<file path="config.mk">
export PLATFORM = sky130hd
export DESIGN_NAME = serial_subtractor
export DESIGN_NICKNAME = d
export VERILOG_FILES = /design/src/rtl/serial_sub_pkg.sv /design/src/rtl/serial_subtractor_fullsubtractor.sv /design/src/rtl/serial_subtractor.sv
export SDC_FILE = /design/constraint.sdc
export NUM_CORES = 1
export LEC_CHECK = 0
export ABC_AREA = 1
export CORE_ASPECT_RATIO = 1.2
export CORE_UTILIZATION = 54
export CTS_BUF_LIST = sky130_fd_sc_hd__clkbuf_4
export CTS_CLUSTER_SIZE = 24
export DETAILED_ROUTE_END_ITERATION = 7
export GPL_ROUTABILITY_DRIVEN = 0
export HOLD_SLACK_MARGIN = 0.03
export PLACE_DENSITY = 0.82
export SLEW_MARGIN = 0
export SYNTH_ARGS = -nofsm -noshare
export SYNTH_HDL_FRONTEND = slang
export SYNTH_SLANG_ARGS = --single-unit
</file>
<file path="constraint.sdc">
create_clock -name Clk -period 1.5 [get_ports Clk]
set_input_delay 0.15 -clock Clk [delete_from_list [all_inputs] [get_ports Clk]]
set_output_delay 0.15 -clock Clk [all_outputs]
set_load 0.005 [all_outputs]
</file>
<file path="src/rtl/serial_sub_pkg.sv">
// Shared types and constants for the bit-serial subtractor.
package serial_sub_pkg;

  // Default operand and result width in bits.
  localparam int SERIAL_SUB_WIDTH = 8;

  // Handshake / sequencing states.
  typedef enum logic [1:0] {
    IDLE = 2'd0,
    RUN  = 2'd1,
    DONE = 2'd2
  } sub_state_t;

  // Width of the bit counter that walks through WIDTH bit positions.
  function automatic int cnt_width(input int width);
    return $clog2(width);
  endfunction

endpackage

</file>
<file path="src/rtl/serial_subtractor_fullsubtractor.sv">
// Single-bit full subtractor: Diff = In1 - In2 - Bin, with borrow out.
module fullsubtractor (
  input  logic In1,
  input  logic In2,
  input  logic Bin,
  output logic Diff,
  output logic Bout
);

  // A borrow is generated when In1 < In2 and propagated when In1 == In2.
  always_comb begin
    Diff = In1 ^ In2 ^ Bin;
    Bout = (~In1 & In2) | (~(In1 ^ In2) & Bin);
  end

endmodule

</file>
<file path="src/rtl/serial_subtractor.sv">
// Bit-serial WIDTH-bit subtractor, LSB first, one full-subtractor cell.
// Optional build macro: SERIAL_SUB_SAT_EN (unsigned saturation to zero on
// final borrow). Latency and handshake are the same in both builds.
module serial_subtractor
  import serial_sub_pkg::*;
#(
  parameter int WIDTH = SERIAL_SUB_WIDTH
) (
  input  logic             Clk,
  input  logic             Rst,
  input  logic             Start,
  input  logic [WIDTH-1:0] A,
  input  logic [WIDTH-1:0] B,
  input  logic             Bin,
  output logic             Ready,
  output logic             Busy,
  output logic             Done,
  output logic [WIDTH-1:0] Diff,
  output logic             Bout
);

  localparam int CW = cnt_width(WIDTH);
  localparam logic [CW-1:0] LAST_BIT = CW'(WIDTH - 1);

  sub_state_t       state_reg;
  sub_state_t       state_next;
  logic [CW-1:0]    cnt_reg;
  logic [WIDTH-1:0] a_reg;
  logic [WIDTH-1:0] b_reg;
  logic [WIDTH-1:0] res_reg;
  logic             br_reg;

  logic             bit_d;
  logic             bit_bo;
  logic             accept;
  logic             last_bit;
  logic [WIDTH-1:0] res_next;
  logic [WIDTH-1:0] final_diff;

  // The only arithmetic cell; it always looks at the operand LSBs.
  fullsubtractor u_cell (
    .In1  (a_reg[0]),
    .In2  (b_reg[0]),
    .Bin  (br_reg),
    .Diff (bit_d),
    .Bout (bit_bo)
  );

  assign accept   = (state_reg == IDLE) && Start;
  assign last_bit = (state_reg == RUN) && (cnt_reg == LAST_BIT);
  assign res_next = {bit_d, res_reg[WIDTH-1:1]};

  // Final value loaded into Diff on the completing edge.
  always_comb begin
`ifdef SERIAL_SUB_SAT_EN
    final_diff = bit_bo ? '0 : res_next;
`else
    final_diff = res_next;
`endif
  end

  // State register.
  always_ff @(posedge Clk) begin
    if (Rst) state_reg <= IDLE;
    else     state_reg <= state_next;
  end

  // Next-state logic: start only from IDLE, finish on the last bit.
  always_comb begin
    state_next = state_reg;
    case (state_reg)
      IDLE:    if (Start) state_next = RUN;
      RUN:     if (cnt_reg == LAST_BIT) state_next = DONE;
      DONE:    state_next = IDLE;
      default: state_next = IDLE;
    endcase
  end

  // Handshake outputs decoded from the state.
  always_comb begin
    Ready = (state_reg == IDLE);
    Busy  = (state_reg == RUN) || (state_reg == DONE);
    Done  = (state_reg == DONE);
  end

  // Datapath: capture on accept, shift one bit per RUN cycle.
  always_ff @(posedge Clk) begin
    if (Rst) begin
      cnt_reg <= '0;
      a_reg   <= '0;
      b_reg   <= '0;
      res_reg <= '0;
      br_reg  <= 1'b0;
    end else if (accept) begin
      cnt_reg <= '0;
      a_reg   <= A;
      b_reg   <= B;
      res_reg <= '0;
      br_reg  <= Bin;
    end else if (state_reg == RUN) begin
      cnt_reg <= cnt_reg + 1'b1;
      a_reg   <= {1'b0, a_reg[WIDTH-1:1]};
      b_reg   <= {1'b0, b_reg[WIDTH-1:1]};
      res_reg <= res_next;
      br_reg  <= bit_bo;
    end
  end

  // Result registers change only on completion (or reset).
  always_ff @(posedge Clk) begin
    if (Rst) begin
      Diff <= '0;
      Bout <= 1'b0;
    end else if (last_bit) begin
      Diff <= final_diff;
      Bout <= bit_bo;
    end
  end

endmodule

</file>
-- Word-level counts from Yosys, hierarchy flattened
Index checks and enable logic that the tools add are counted.
- add/sub/neg operators: 1
- multipliers: 0
- div/mod/pow operators: 0
- order comparisons: 0
- eq/ne operators: 5
- shifts and indexed selects: 0
- mux-type cells: 9
- bitwise gates (word level): 7
- reductions and logical operators: 7
- operators with widths (operator ; count):
    $mux 8 ; 4
    $mux 2 ; 2
    $ne 2x2->1 const B ; 2
    $pmux 2 s2 ; 1
    $add 3x1->3 const B ; 1
    $eq 3x3->1 const B ; 1
    $and 1x1->1 ; 2
    $eq 2x1->1 const B ; 1
    $eq 2x2->1 const B ; 1
    $logic_and 1x1->1 ; 2
    $logic_not 2->1 ; 1
    $mux 1 ; 2
    $not 1->1 ; 2
    $reduce_and 2->1 ; 1
    $reduce_bool 2->1 ; 1
    $reduce_or 2->1 ; 1
    $xor 1x1->1 ; 2
    $logic_or 1x1->1 ; 1
    $or 1x1->1 ; 1
- bits in registers: 39
- bits in latches: 0
- RAM bits: 0
- memory bits (read-only): 0
- output and inout port bits: 12
- memories kept: 0

-- Depth between registers and ports, before layout
Gate-level depths: netlist of the first run.
- depth in word-level cells: 6
- mapped depth: 8

-- Hierarchy
From an unflattened synthesis of the first run, not the netlist that was laid out.
- cells, all modules: 248
- area total of the unflattened synthesis: 1773.0 um2
- by module, submodules not included (module ; times used ; cells each ; area an instance (um2) ; sequential area each (um2)):
    serial_subtractor ; 1 ; 244 ; 1741.7 ; 760.7
    fullsubtractor ; 1 ; 4 ; 31.3 ; 0.0

-- Worst setup path before layout of the first run
OpenSTA, ideal clock, no wires.
- path type: flip-flop to flip-flop
- from: register state_reg[0]
- to: register a_reg[1]
- library setup time: 0.070 ns
- arrival time: 1.155 ns
- slack: 0.275 ns
- stages on the path, launching flop included: 9
- buffers on the path: 1
- path through: dfxtp_1 -> inv_1 -> ha_1 -> nand2_4 -> inv_4 -> buf_6 -> nand2_1 -> nand2_1 -> a21oi_1
- longest elaborated chain between the ends: 3
- elaborated cells on any way between the ends: 5
- RTL lines (element ; RTL line ; source):
    start: declaration ; serial_subtractor.sv:25 ; sub_state_t state_reg;
    start signal: assignment ; serial_subtractor.sv:65 ; else state_reg <= state_next;
    $logic_not 2->1 (*) ; - ;
    named net Ready ; serial_subtractor.sv:15 ; output logic Ready,
    $logic_and 1x1->1 (*) ; serial_subtractor.sv:49 ; assign accept = (state_reg == IDLE) && Start;
    $mux 8 or $reduce_bool 2->1 (tied branches) ; - ;
    end signal: assignment ; serial_subtractor.sv:102 ; a_reg <= {1'b0, a_reg[WIDTH-1:1]};
    end: declaration ; serial_subtractor.sv:28 ; logic [WIDTH-1:0] a_reg;
Mark *: on every way through the listed nets, which the timed path passes. The rest lies on a longest branch.
A chain may end at the register's enable or synchronous reset.

-- Worst setup path after layout of the first run
- from: register state_reg[0]
- to: output port Busy
- longest elaborated chain between the ends: 2
- elaborated cells on any way between the ends: 3
- RTL lines (element ; RTL line ; source):
    $eq 2x1->1 or $eq 2x2->1 (tied branches) ; serial_subtractor.sv:82 ; Busy = (state_reg == RUN) || (state_reg == DONE);
    $logic_or 1x1->1 (*) ; serial_subtractor.sv:82 ;
    end: declaration ; serial_subtractor.sv:16 ; output logic Busy,
Every way passes the cells marked *; elsewhere a longest branch is shown, timed or not.

==> results of run 1 <==
## routing by layer
layer,global-route usage,share of wire
met1,0.2478,0.44
met2,0.3780,0.50
met3,0.04861,0.042
met4,0.1282,0.025
met5,0,0
## cell type report
type / count / area, µm² / area share
clock inverter: 3 / 63.81 / 0.02868
tap: 36 / 45.04 / 0.02025
sequential: 38 / 763.2 / 0.3431
clock buffer: 5 / 37.54 / 0.01687
timing repair buffer: 40 / 374.1 / 0.1682
inverter: 26 / 103.9 / 0.04668
multi-input combinational: 172 / 837.1 / 0.3763
## kinds of logic (layout without fill, tap and decap cells)
logic type / count (synthesis) / after routing / synth area share
AND/OR/NAND/NOR: 127 / 127 / 0.2933
flip-flops: 38 / 38 / 0.4246
buffers and inverters: 38 / 74 / 0.1166
AO/OA/AOI/OAI: 37 / 37 / 0.1075
adder cells (fa/ha/maj): 7 / 7 / 0.05307
XOR/XNOR: 1 / 1 / 0.004889
## cells in the mapped netlist, drive strengths merged, types with 6 or more instances
master,number
a21oi,28
buf,12
dfxtp,38
ha,6
inv,25
nand2,88
nand3,18
nor2,20
o21ai,9
## final timing paths
kind / to / cells after the start / start / slack, ns
worst max-delay path: Busy / 3 / state_reg[0] / 0.07
worst min-delay path: b_reg[7] / 3 / B[7] / 0.35
worst max register to register: br_reg / 7 / state_reg[0] / 0.19
worst min register to register: cnt_reg[1] / 2 / cnt_reg[1] / 0.48
## timing repair
| action | in CTS | in global routing |
|---|---|---|
| setup endpoints to repair | 3 | 12 |
| setup buffers | 2 | 0 |
| resized for setup | 9 | 1 |
## stage by stage
step / hold WS, ns / power, mW / cell area, µm²
detailed placement: 0.4652 / 1.615 / 2095
finish: 0.3538 / 2.474 / 2225
floorplan: 0.2931 / 1.503 / 1792
global placement: 0.4457 / 1.607 / 2095
global route: 0.3690 / 2.586 / 2225
CTS: 0.3467 / 2.473 / 2222
## power by group
part	internal, mW	total [mW]	switching, mW
Clock	0.513	0.864	0.350
Combinational	0.214	0.497	0.283
Sequential	1.08	1.11	0.0362
Total	1.80	2.47	0.670
## tightest hold or removal path, stage by stage
cell	delay [ns]
clkdlybuf4s50_1	0.41
nand2_2	0.07
a21oi_2	0.04
## placed cells by master, fill, tap and decap left out
cell type,n
buf_4,9
nand2_2,3
nor2_1,20
dlygate4sd2_1,3
nand3b_1,1
clkbuf_4,5
bufinv_16,2
ha_4,1
o21ai_0,9
clkinv_2,1
nand3_1,18
ha_2,1
nand2_1,83
clkinv_1,1
a21oi_2,2
dfxtp_1,36
a21oi_1,26
inv_2,2
fa_1,1
dfxtp_2,2
xnor2_1,1
nand2_4,2
ha_1,4
inv_4,2
inv_1,21
clkdlybuf4s50_1,28
==> flow_metrics.py, run 1 <==
metrics = {
    "timing": {
        "hold_viol": 0,
        "clock_skew_ns": 0.008059,
        "fin_ws_ns": 0.06831,
        "min_period_ns": 1.432,
        "fin_crit_sh": 0.9545,
        "worst_pin_slew_ns": 0.2941,
        "fin_setup_tns_ns": 0,
        "maxSlewHeadroom": 0.8037,
        "final-max-slew-violation-count": 0,
        "fmax_ghz": 0.6985,
        "setup_viol": 0,
        "rsz0062_at_grt": "false",
    },
    "place": {
        "hpwl_mm": 2.269,
        "dp_cells": 310,
        "dp_slack_ns": 0.1131,
        "numPortBuffers": 31,
    },
    "critical_path": {
        "slowest_stage": "dfxtp_2",
        "max_stage_delay_ns": 0.36,
        "critical-path-top-delay-family": "flip-flops",
        "start_kind": "register",
        "crit_path_end_kind": "output pin",
        "crit_arrival_ns": 1.28,
        "path_class": "register to output pin",
        "crit_required_ns": 1.35,
        "cp_num_buf_inv": 2,
        "path_cells": "inv_2, ha_4, dlygate4sd2_1",
        "cp_max_fo": 3,
    },
    "run": {
        "cap_violations": 0,
    },
    "logic_synthesis": {
        "yosys-top-cells-area": "dfxtp_1, nand2_1, a21oi_1",
        "ys.flop_type": "dfxtp_1",
        "synth_edf_count": 0,
        "synth_top_area_frac": 0.4246,
        "syn-cell-area_um2": 1792,
        "syn_inst": 248,
        "synth_seq_area_share": 0.4246,
        "syn-num-nets": 275,
        "syn_area_per_cell_um2": 7.225,
        "yosys.area.top_type": "dfxtp_1",
        "synth-async-reset-ratio": 0,
        "yosysWarnings": 0,
        "synth_seq_cells": 38,
        "ys_types": 19,
    },
    "routing": {
        "drtAntennaViolNets": 0,
        "wirelength_mm": 3.319,
        "wl_per_cell_um": 10.37,
        "drcViolationCount": 0,
        "drt-initial-drc-count": 46,
        "viasPerCell": 5.034,
        "first_pass_iters": 6,
        "via_count": 1611,
    },
    "finish": {
        "final_nets": 310,
        "antenna_cells": 0,
        "fin_cells": 320,
        "final_util": 0.7152,
        "n_fill_cell": 266,
        "syn2layout_area_growth_pct": 24.16,
        "drive_above_1_share": 0.1127,
    },
    "global_route": {
        "grt_max_degree": 27,
        "grt_usage": 0.2245,
        "grt_pass1_vias": 1404,
        "antenna_found_initial": 0,
        "gr-total-overflow": 0,
        "grt_pass1_wl_mm": 5.809,
    },
    "die": {
        "die_w_um": 54.59,
        "fp.dieH_um": 65.10,
        "placementRows": 22,
        "io_pins": 32,
        "initial_core_util": 0.5760,
        "dieArea_um2": 3553,
        "coreArea_um2": 3110,
    },
    "clock_network": {
        "numClockSinks": 38,
        "cts_tree": "done",
        "clock_path_buffers": 2,
        "cts-buffers-inserted": 5,
        "ctsHtreeMaxLevel": 2,
        "clk_pin_slew_ns": 0.11,
        "insertion_delay_ns": 0.36,
        "cts_hold_buffers": 0,
        "cts-root-buf": "clkbuf_4",
    },
    "run_status": {
        "outcome": "finished, final reports clean",
    },
    "power": {
        "peakVddDrop_v": 0.001146,
        "power_leakage_nw": 0.9889,
        "powerDensity_nw_per_um2": 1112,
    },
    "hold_path": {
        "hp-class": "input port to register",
    },
}
No activity file was read; power rests on OpenSTA's default activity.
==> run 2, diff against run 1 <==
--- a/config.mk
+++ b/config.mk
@@ -14,7 +14,6 @@
 export GPL_ROUTABILITY_DRIVEN = 0
 export HOLD_SLACK_MARGIN = 0.03
 export PLACE_DENSITY = 0.82
-export SLEW_MARGIN = 0
 export SYNTH_ARGS = -nofsm -noshare
 export SYNTH_HDL_FRONTEND = slang
 export SYNTH_SLANG_ARGS = --single-unit
==> results of run 2 <==
No change in the layout: final DEF, timing and power equal those of run 1.
==> run 3, diff against run 2 <==
--- a/config.mk
+++ b/config.mk
@@ -6,14 +6,16 @@
 export NUM_CORES = 1
 export LEC_CHECK = 0
 export ABC_AREA = 1
+export CELL_PAD_IN_SITES_DETAIL_PLACEMENT = 2
+export CELL_PAD_IN_SITES_GLOBAL_PLACEMENT = 2
 export CORE_ASPECT_RATIO = 1.2
-export CORE_UTILIZATION = 54
+export CORE_UTILIZATION = 30
 export CTS_BUF_LIST = sky130_fd_sc_hd__clkbuf_4
 export CTS_CLUSTER_SIZE = 24
 export DETAILED_ROUTE_END_ITERATION = 7
 export GPL_ROUTABILITY_DRIVEN = 0
 export HOLD_SLACK_MARGIN = 0.03
-export PLACE_DENSITY = 0.82
+export PLACE_DENSITY_LB_ADDON = 0.1
 export SYNTH_ARGS = -nofsm -noshare
 export SYNTH_HDL_FRONTEND = slang
 export SYNTH_SLANG_ARGS = --single-unit
==> run 3 against run 2 <==
  * Worst hold slack gained 0.0045 ns
  * First-iteration DRC count shrank 33%
  * Clock skew is 0.0030 ns higher
  * Total power down 4.3%
==> flow_metrics.py, run 3 (synthesis results as in run 1) <==
metrics = {
    "timing": {
        "hold_viol": 0,
        "fin_crit_sh": 0.9534,
        "hold_ws_ns": 0.3583,
        "min_period_ns": 1.430,
        "worst_pin_slew_ns": 0.3324,
        "clock_skew_ns": 0.01108,
        "fin_ws_ns": 0.06984,
        "final-max-slew-violation-count": 0,
        "fin_setup_tns_ns": 0,
        "rsz0062_at_grt": "false",
        "setup_viol": 0,
        "fmax_ghz": 0.6992,
        "maxSlewHeadroom": 0.7782,
    },
    "critical_path": {
        "max_stage_delay_ns": 0.35,
        "crit_arrival_ns": 1.28,
        "cp_max_fo": 2,
        "crit_required_ns": 1.35,
        "slowest_stage": "dfxtp_2",
        "crit_path_end_kind": "output pin",
        "path_class": "register to output pin",
        "start_kind": "register",
        "path_cells": "buf_4, ha_1, dlygate4sd2_1",
    },
    "clock_network": {
        "numClockSinks": 38,
        "ctsHtreeMaxLevel": 2,
        "cts-buffers-inserted": 5,
        "insertion_delay_ns": 0.36,
        "cts-root-buf": "clkbuf_4",
        "clock_path_buffers": 2,
        "cts_tree": "done",
        "clk_pin_slew_ns": 0.13,
    },
    "finish": {
        "final_cell_mix": "nand2_1, dfxtp_1, clkdlybuf4s50_1",
        "multi_input_area_um2": 837.1,
        "final_util": 0.3985,
        "fin_cells": 364,
        "n_fill_cell": 704,
        "syn2layout_area_growth_pct": 26.89,
        "drive_above_1_share": 0.1162,
        "antenna_cells": 0,
        "final_nets": 310,
        "final_common_cell": "nand2_1",
        "regArea_um2": 763.2,
    },
    "die": {
        "coreArea_um2": 5705,
        "io_pins": 32,
        "placementRows": 30,
        "die_w_um": 72.55,
        "dieArea_um2": 6286,
        "initial_core_util": 0.3140,
        "fp.dieH_um": 86.66,
    },
    "hold_path": {
        "hp-class": "input port to register",
    },
    "routing": {
        "drtAntennaViolNets": 0,
        "first_pass_iters": 4,
        "wl_per_cell_um": 12.08,
        "drcViolationCount": 0,
        "drt-initial-drc-count": 31,
        "via_count": 1660,
        "wirelength_mm": 4.397,
        "viasPerCell": 4.560,
    },
    "power": {
        "powerDensity_nw_per_um2": 1041,
        "peakVddDrop_v": 0.0004149,
        "power_leakage_nw": 0.9786,
    },
    "place": {
        "hpwl_mm": 3.198,
        "numPortBuffers": 31,
        "dp_cells": 354,
        "dp_slack_ns": 0.08178,
    },
    "global_route": {
        "grt_max_degree": 27,
        "grt_pass1_vias": 1730,
        "grt_pass1_wl_mm": 7.879,
        "gr-total-overflow": 0,
        "antenna_found_initial": 0,
        "grt_usage": 0.1629,
    },
    "run": {
        "cap_violations": 0,
    },
    "run_status": {
        "outcome": "finished, final reports clean",
    },
}
==> run 3: where the power goes <==
part | switching, mW | total, mW | internal [mW]
clock network | 0.381 | 0.730 | 0.349
logic | 0.301 | 0.522 | 0.222
registers | 0.0377 | 1.11 | 1.08
==> run 3: area by class of cell <==
type / instances / area share
inverter: 26 / 0.04568
clock inverter: 3 / 0.01981
sequential: 38 / 0.3357
clock buffer: 5 / 0.01651
tap: 80 / 0.04403
multi-input combinational: 172 / 0.3682
timing repair buffer: 40 / 0.1701
==> run 3: per-stage QoR <==
step / instance area, µm² / power, mW
2_1_floorplan: 1792 / 1.503
3_3_place_gp: 2162 / 1.650
3_5_place_dp: 2162 / 1.662
4_1_cts: 2271 / 2.417
5_1_grt: 2273 / 2.531
6_report: 2273 / 2.367
==> run 3: what timing repair did <==
action                                  CTS  global route
setup buffers                             2             0
resized for setup                         9             1
cloned                                    0             0
hold buffers                              0             0
pin swaps                                 1             0
endpoints found under the setup margin    3            21
==> run 3: path summary, 6_finish.rpt <==
| kind | to | start | slack [ns] | depth (start not counted) |
|---|---|---|---|---|
| max | Done | state_reg[1] | 0.07 | 3 |
| max reg2reg | b_reg[1] | state_reg[0] | 0.16 | 5 |
| min reg2reg | res_reg[1] | res_reg[2] | 0.49 | 2 |
| min | a_reg[7] | A[7] | 0.36 | 3 |
==> run 3: routing by layer <==
metal	part of all wire	up-vias	track usage	routed length (µm)
li1	-	844	-	-
met1	0.42	788	0.1718	1868
met2	0.53	22	0.3093	2345
met3	0.027	6	0.04186	117
met4	0.015	0	0.05348	65
met5	0	-	0	0
==> run 3: critical path, delay by kind of cell, from the launching register on <==
kind / cells / cell delay (ns)
buffers and inverters: 2 / 0.39
flip-flops: 1 / 0.35
adder cells (fa/ha/maj): 1 / 0.17
